## config.mk

```make
export PLATFORM = sky130hd
export DESIGN_NAME = mem_lsu
export DESIGN_NICKNAME = d
export VERILOG_FILES = /design/src/rtl/mem_lsu.sv
export SDC_FILE = /design/constraint.sdc
export NUM_CORES = 1
export LEC_CHECK = 0
export BUFFER_PORTS_ARGS = -buffer_cell sky130_fd_sc_hd__buf_2
export CORE_AREA = 2 2 134 136
export DETAILED_ROUTE_END_ITERATION = 12
export DIE_AREA = 0 0 136 138
export PLACE_DENSITY = 0.66
export SLEW_MARGIN = 20
export SYNTH_ARGS = -nofsm -noshare
export SYNTH_HDL_FRONTEND = slang
export SYNTH_SLANG_ARGS = --single-unit
export TNS_END_PERCENT = 20
```

## constraint.sdc

```tcl
create_clock -name clk -period 3.85 [get_ports clk]
set_clock_uncertainty 0.1 [all_clocks]
set_input_delay 0.385 -clock clk [delete_from_list [all_inputs] [get_ports clk]]
set_output_delay 0.385 -clock clk [all_outputs]
set_load 0.005 [all_outputs]
```

## src/rtl/mem_lsu.sv

```systemverilog
`timescale 1ns/1ps
// mem_lsu: multi-cycle load/store unit for the MEM stage.
// Wishbone-style bus master with alignment, bus-fault and LL/SC handling.
module mem_lsu #(
  parameter int ADDR_W     = 32,
  parameter int TIMEOUT    = 255,
  parameter bit BIG_ENDIAN = 1'b1
) (
  input  logic              clk,
  input  logic              rst,
  input  logic              req_valid_i,
  input  logic [3:0]        op_i,
  input  logic [ADDR_W-1:0] addr_i,
  input  logic [31:0]       wdata_i,
  input  logic              except_i,
  input  logic              flush_i,
  input  logic              llbit_clr_i,
  output logic              stallreq_o,
  output logic              done_o,
  output logic [31:0]       rdata_o,
  output logic [1:0]        exc_o,
  output logic [ADDR_W-1:0] badvaddr_o,
  output logic              llbit_o,
  output logic              bus_cyc_o,
  output logic              bus_stb_o,
  output logic              bus_we_o,
  output logic [ADDR_W-1:0] bus_adr_o,
  output logic [3:0]        bus_sel_o,
  output logic [31:0]       bus_dat_o,
  input  logic [31:0]       bus_dat_i,
  input  logic              bus_ack_i,
  input  logic              bus_err_i
);
  localparam int TW = $clog2(TIMEOUT + 1);

  localparam logic [3:0] OP_LB  = 4'd1;
  localparam logic [3:0] OP_LBU = 4'd2;
  localparam logic [3:0] OP_LH  = 4'd3;
  localparam logic [3:0] OP_LHU = 4'd4;
  localparam logic [3:0] OP_LW  = 4'd5;
  localparam logic [3:0] OP_SB  = 4'd6;
  localparam logic [3:0] OP_SH  = 4'd7;
  localparam logic [3:0] OP_SW  = 4'd8;
  localparam logic [3:0] OP_LL  = 4'd9;
  localparam logic [3:0] OP_SC  = 4'd10;

  localparam logic [1:0] EXC_NONE = 2'd0;
  localparam logic [1:0] EXC_ADEL = 2'd1;
  localparam logic [1:0] EXC_ADES = 2'd2;
  localparam logic [1:0] EXC_BUS  = 2'd3;

  typedef enum logic [1:0] {S_IDLE, S_BUS, S_RESP} state_t;

  state_t            state_q;
  logic [3:0]        op_q;
  logic [1:0]        lane_q;
  logic              hi_q;
  logic              killed_q;
  logic [TW-1:0]     tmo_q;
  logic              llbit_q;
  logic              done_q;
  logic [1:0]        exc_q;
  logic [31:0]       rdata_q;
  logic [ADDR_W-1:0] badv_q;
  logic              cyc_q;
  logic              we_q;
  logic [ADDR_W-1:0] adr_q;
  logic [3:0]        sel_q;
  logic [31:0]       dat_q;

  logic        op_ok, is_b, is_h, is_w, is_st, is_sc;
  logic        misal, accept;
  logic [1:0]  lane_d;
  logic        hi_d;
  logic [3:0]  sel_d;
  logic [31:0] dat_d;

  // Classify the presented op; build its lane select and replicated data
  always_comb begin
    op_ok = 1'b1;
    is_b  = 1'b0;
    is_h  = 1'b0;
    is_w  = 1'b0;
    is_st = 1'b0;
    is_sc = 1'b0;
    unique case (op_i)
      OP_LB, OP_LBU: is_b = 1'b1;
      OP_LH, OP_LHU: is_h = 1'b1;
      OP_LW, OP_LL:  is_w = 1'b1;
      OP_SB: begin is_b = 1'b1; is_st = 1'b1; end
      OP_SH: begin is_h = 1'b1; is_st = 1'b1; end
      OP_SW: begin is_w = 1'b1; is_st = 1'b1; end
      OP_SC: begin
        is_w  = 1'b1;
        is_st = 1'b1;
        is_sc = 1'b1;
      end
      default: op_ok = 1'b0;
    endcase
    misal  = (is_h & addr_i[0]) | (is_w & |addr_i[1:0]);
    accept = (state_q == S_IDLE) & req_valid_i & op_ok
           & ~except_i & ~flush_i;
    lane_d = BIG_ENDIAN ? ~addr_i[1:0] : addr_i[1:0];
    hi_d   = BIG_ENDIAN ? ~addr_i[1] : addr_i[1];
    if (is_b) begin
      sel_d = 4'b0001 << lane_d;
      dat_d = {4{wdata_i[7:0]}};
    end else if (is_h) begin
      sel_d = hi_d ? 4'b1100 : 4'b0011;
      dat_d = {2{wdata_i[15:0]}};
    end else begin
      sel_d = 4'b1111;
      dat_d = wdata_i;
    end
  end

  logic [7:0]  byte_v;
  logic [15:0] half_v;
  logic [31:0] ld_v;
  logic        tmo_hit, term, fault, kill;

  // Extract and extend the returned load; decide how BUS terminates
  always_comb begin
    byte_v = 8'(bus_dat_i >> {lane_q, 3'b000});
    half_v = hi_q ? bus_dat_i[31:16] : bus_dat_i[15:0];
    unique case (op_q)
      OP_LB:        ld_v = {{24{byte_v[7]}}, byte_v};
      OP_LBU:       ld_v = {24'd0, byte_v};
      OP_LH:        ld_v = {{16{half_v[15]}}, half_v};
      OP_LHU:       ld_v = {16'd0, half_v};
      OP_LW, OP_LL: ld_v = bus_dat_i;
      OP_SC:        ld_v = 32'd1;
      default:      ld_v = 32'd0;
    endcase
    tmo_hit = (tmo_q == TW'(TIMEOUT - 1));
    term    = bus_ack_i | bus_err_i | tmo_hit;
    fault   = bus_err_i | (tmo_hit & ~bus_ack_i);
    kill    = killed_q | flush_i;
  end

  // Transaction FSM with registered bus and result outputs
  always_ff @(posedge clk) begin
    if (rst) begin
      state_q  <= S_IDLE;
      op_q     <= 4'd0;
      lane_q   <= 2'd0;
      hi_q     <= 1'b0;
      killed_q <= 1'b0;
      tmo_q    <= '0;
      llbit_q  <= 1'b0;
      done_q   <= 1'b0;
      exc_q    <= EXC_NONE;
      rdata_q  <= 32'd0;
      badv_q   <= '0;
      cyc_q    <= 1'b0;
      we_q     <= 1'b0;
      adr_q    <= '0;
      sel_q    <= 4'd0;
      dat_q    <= 32'd0;
    end else begin
      done_q <= 1'b0;
      unique case (state_q)
        S_IDLE: if (accept) begin
          op_q     <= op_i;
          lane_q   <= lane_d;
          hi_q     <= hi_d;
          killed_q <= 1'b0;
          tmo_q    <= '0;
          badv_q   <= addr_i;
          if (misal) begin
            state_q <= S_RESP;
            done_q  <= 1'b1;
            exc_q   <= is_st ? EXC_ADES : EXC_ADEL;
            rdata_q <= 32'd0;
          end else if (is_sc && !llbit_q) begin
            state_q <= S_RESP;
            done_q  <= 1'b1;
            exc_q   <= EXC_NONE;
            rdata_q <= 32'd0;
          end else begin
            state_q <= S_BUS;
            cyc_q   <= 1'b1;
            we_q    <= is_st;
            adr_q   <= {addr_i[ADDR_W-1:2], 2'b00};
            sel_q   <= sel_d;
            dat_q   <= dat_d;
          end
        end
        S_BUS: begin
          if (flush_i) killed_q <= 1'b1;
          if (term) begin
            cyc_q <= 1'b0;
            we_q  <= 1'b0;
            if (kill) begin
              state_q <= S_IDLE;
            end else begin
              state_q <= S_RESP;
              done_q  <= 1'b1;
              exc_q   <= fault ? EXC_BUS : EXC_NONE;
              rdata_q <= fault ? 32'd0 : ld_v;
              if (!fault && op_q == OP_LL) llbit_q <= 1'b1;
              if (!fault && op_q == OP_SC) llbit_q <= 1'b0;
            end
          end else begin
            tmo_q <= tmo_q + TW'(1);
          end
        end
        S_RESP: state_q <= S_IDLE;
        default: state_q <= S_IDLE;
      endcase
      if (llbit_clr_i) llbit_q <= 1'b0;
    end
  end

  assign stallreq_o = accept | (state_q == S_BUS);
  assign done_o     = done_q & ~flush_i;
  assign rdata_o    = rdata_q;
  assign exc_o      = exc_q;
  assign badvaddr_o = badv_q;
  assign llbit_o    = llbit_q;
  assign bus_cyc_o  = cyc_q;
  assign bus_stb_o  = cyc_q;
  assign bus_we_o   = we_q;
  assign bus_adr_o  = adr_q;
  assign bus_sel_o  = sel_q;
  assign bus_dat_o  = dat_q;
endmodule

```

==> flow_summary.json <==
{
  "status": "complete, no violations",
  "slew_violations": 0,
  "synthFlopType": "dfxtp_1",
  "clockPowerShare": 0.442,
  "power-per-cell-area_nw_per_um2": 406,
  "grtUsageMet2": 0.342,
  "muxShareOfSynthArea": 0.0403,
  "final_cells": 1293,
  "maxCapViolations": 0,
  "rrSetupSlack_ns": 1.02,
  "core_sq_um": 17500,
  "cts_tree": "done",
  "async_reset_ff_frac": 0,
  "ir_drop_mv": 0.297,
  "htree_levels": 4,
  "hold_class": "in2reg",
  "busiest_layer": "met2",
  "fp.dieW_um": 136,
  "internal_power_w": 0.00259,
  "hpwl_mm": 14.1,
  "synth-edff-count": 0,
  "fin_crit_sh": 0.736,
  "ys_seq_area_frac": 0.452,
  "hold_buffers": 0,
  "syn_area_per_cell_sq_um": 7.96,
  "cts_root_buf": "clkbuf_16",
  "wl_mm": 20.2,
  "max-slew-margin-rel": 0.343,
  "tightestPinTransition_ns": 0.986,
  "track_usage": 0.212,
  "fin_ws_ns": 1.02,
  "final_cell_area_sq_um": 8610,
  "rsz0062_at_grt": "no",
  "dp_cells": 1261,
  "grt.overflow.total": 0,
  "comb_power_share": 0.091,
  "place_congestion": 0.898,
  "power_switching_w": 0.000908,
  "clkTransAtPathRegs_ns": 0.07,
  "synth-compound-area-share": 0.217,
  "syn_to_final_growth_pct": 27.2,
  "ant_nets": 0,
  "crit_required_ns": 4.08,
  "swShare": 0.260,
  "nets": 1161,
  "layout.cells.most_common": "buf_2",
  "synthCells": 850,
  "met3_usage": 0.0682,
  "placed_cell_area_sq_um": 8070,
  "dieArea_sq_um": 18800,
  "worstSkewPairLatency_ns": 0.41,
  "synth-simple-area-share": 0.219,
  "vias": 6654,
  "p_leak_nw": 3.71,
  "row_count": 49,
  "cp.arrival_ns": 3.06,
  "yosysUniqueCellTypes": 58,
  "clock.fmax_ghz": 0.353,
  "hold_slack_ns": 0.0483,
  "grt_pass1_vias": 6196,
  "synth-xor-area-share": 0.00906,
  "grt_pass1_wl_mm": 31.9,
  "p_seq_frac": 0.467,
  "pin_count": 248,
  "grt_max_degree": 91,
  "drc": 0,
  "grtUsageMet1": 0.272,
  "first_iter_violations": 477,
  "clock_path_buffers": 2,
  "routedWlPerCell_um": 15.6,
  "cts_buffers": 17,
  "viasPerCell": 5.15,
  "fin_crit_ns": 2.83,
  "ys_warn_count": 0,
  "path_class": "reg2reg",
  "startpoint_type": "register",
  "dp_slack_ns": 1.04,
  "antenna_found_initial": 0,
  "diodes": 0,
  "layout_common_cells": "buf_2, nand2_1, dfxtp_1",
  "portBuffers": 245,
  "crit_path_end_kind": "register",
  "start_util": 0.386,
  "cts_resized": 0,
  "synth_fa_ha_area_frac": 0.00370,
  "cts.sinks": 153,
  "critPathMaxFanout": 27,
  "die_h_um": 138,
  "synth_area_sq_um": 6770,
  "cts_setup_buffers": 0,
  "ys_ff_latch": 153,
  "synth_top_family_by_area": "simple AND/OR/NAND/NOR gates",
  "finalSetupTns_ns": 0,
  "drive_gt1_frac": 0.279,
  "first_pass_iters": 5,
  "finalSetupViolCount": 0,
  "hold_violations": 0
}
## layer usage
| metal | vias up | wire length (um) |
|---|---|---|
| li1 | 3338 | - |
| met1 | 3064 | 8830 |
| met2 | 223 | 9520 |
| met3 | 29 | 1520 |
| met4 | 0 | 325 |
| met5 | - | 0 |
## cell families after synthesis
group | count (synthesis)
and+or+nand+nor | 333
AOI/OAI and AO/OA | 234
DFF | 153
buffers and inverters | 93
muxes | 27
xor gates and xnor gates | 7
adders and majority gates | 2
other | 1
## area by class of cell
| class | instances | area (sq um) |
|---|---|---|
| fillers | 1771 | 8920 |
| clock buffers | 20 | 447 |
| flip-flops and latches | 153 | 3060 |
| clock inverters | 12 | 95.1 |
| well taps | 229 | 287 |
| inverters | 19 | 71.3 |
| multi-input cells | 605 | 3330 |
| repair buffers | 255 | 1320 |
## power by group through the flow
stage	Sequential, W	Combinational (W)	Clock, W
detailed placement	0.00167	0.000316	0
global route	0.00164	0.000351	0.00165
finish	0.00164	0.000317	0.00155
floorplan	0.00167	0.000170	0
CTS	0.00164	0.000317	0.00158
global placement	0.00167	0.000314	0
## per-stage QoR
step	total power, W	util
6_report	0.00350	0.491
3_5_place_dp	0.00199	0.460
3_3_place_gp	0.00198	0.460
5_1_grt	0.00364	0.491
4_1_cts	0.00353	0.491
2_1_floorplan	0.00184	-
## Yosys cell counts, types with 7 or more instances
master	instances	share of area
buf_2	19	0.014
a211oi_1	15	0.017
nor3_1	7	0.0052
clkbuf_1	44	0.024
a22oi_1	8	0.0089
dfxtp_1	153	0.45
nand2b_1	7	0.0065
a311oi_1	9	0.012
a21oi_1	122	0.090
nor3b_1	24	0.027
inv_1	19	0.011
o211ai_1	9	0.010
nand2_1	205	0.11
o32ai_1	9	0.012
mux2i_1	25	0.037
nor2b_1	7	0.0065
o21ai_0	12	0.0089
a21o_1	24	0.027
nor2_1	54	0.030
## worst max-delay path: stages, from the launching register on
cell      delay (ns)
dfxtp_1         0.61
inv_1           0.23
a21oi_1         0.19
o22ai_1         0.08
or4b_1          0.94
nand2b_1        0.42
o32ai_1         0.18
## state kept, by name, summed over array words and instances (netlist names)
signal	flops
killed_q	1
bus_we_o	1
bus_cyc_o	1
tmo_q	8
bus_adr_o	30
llbit_o	1
bus_sel_o	4
op_q	4
state_q	2
lane_q	2
badvaddr_o	32
rdata_o	32
exc_o	2
done_q	1
bus_dat_o	32
## final timing paths
kind / start / end / cells past startpoint
hold / removal: llbit_clr_i / llbit_o / 2
setup reg to reg: op_q[0] / rdata_o[1] / 6
setup / recovery: op_q[0] / rdata_o[1] / 6
hold reg to reg: bus_adr_o[10] / bus_adr_o[10] / 2
Note: power is estimated with default switching activity, not from simulation.
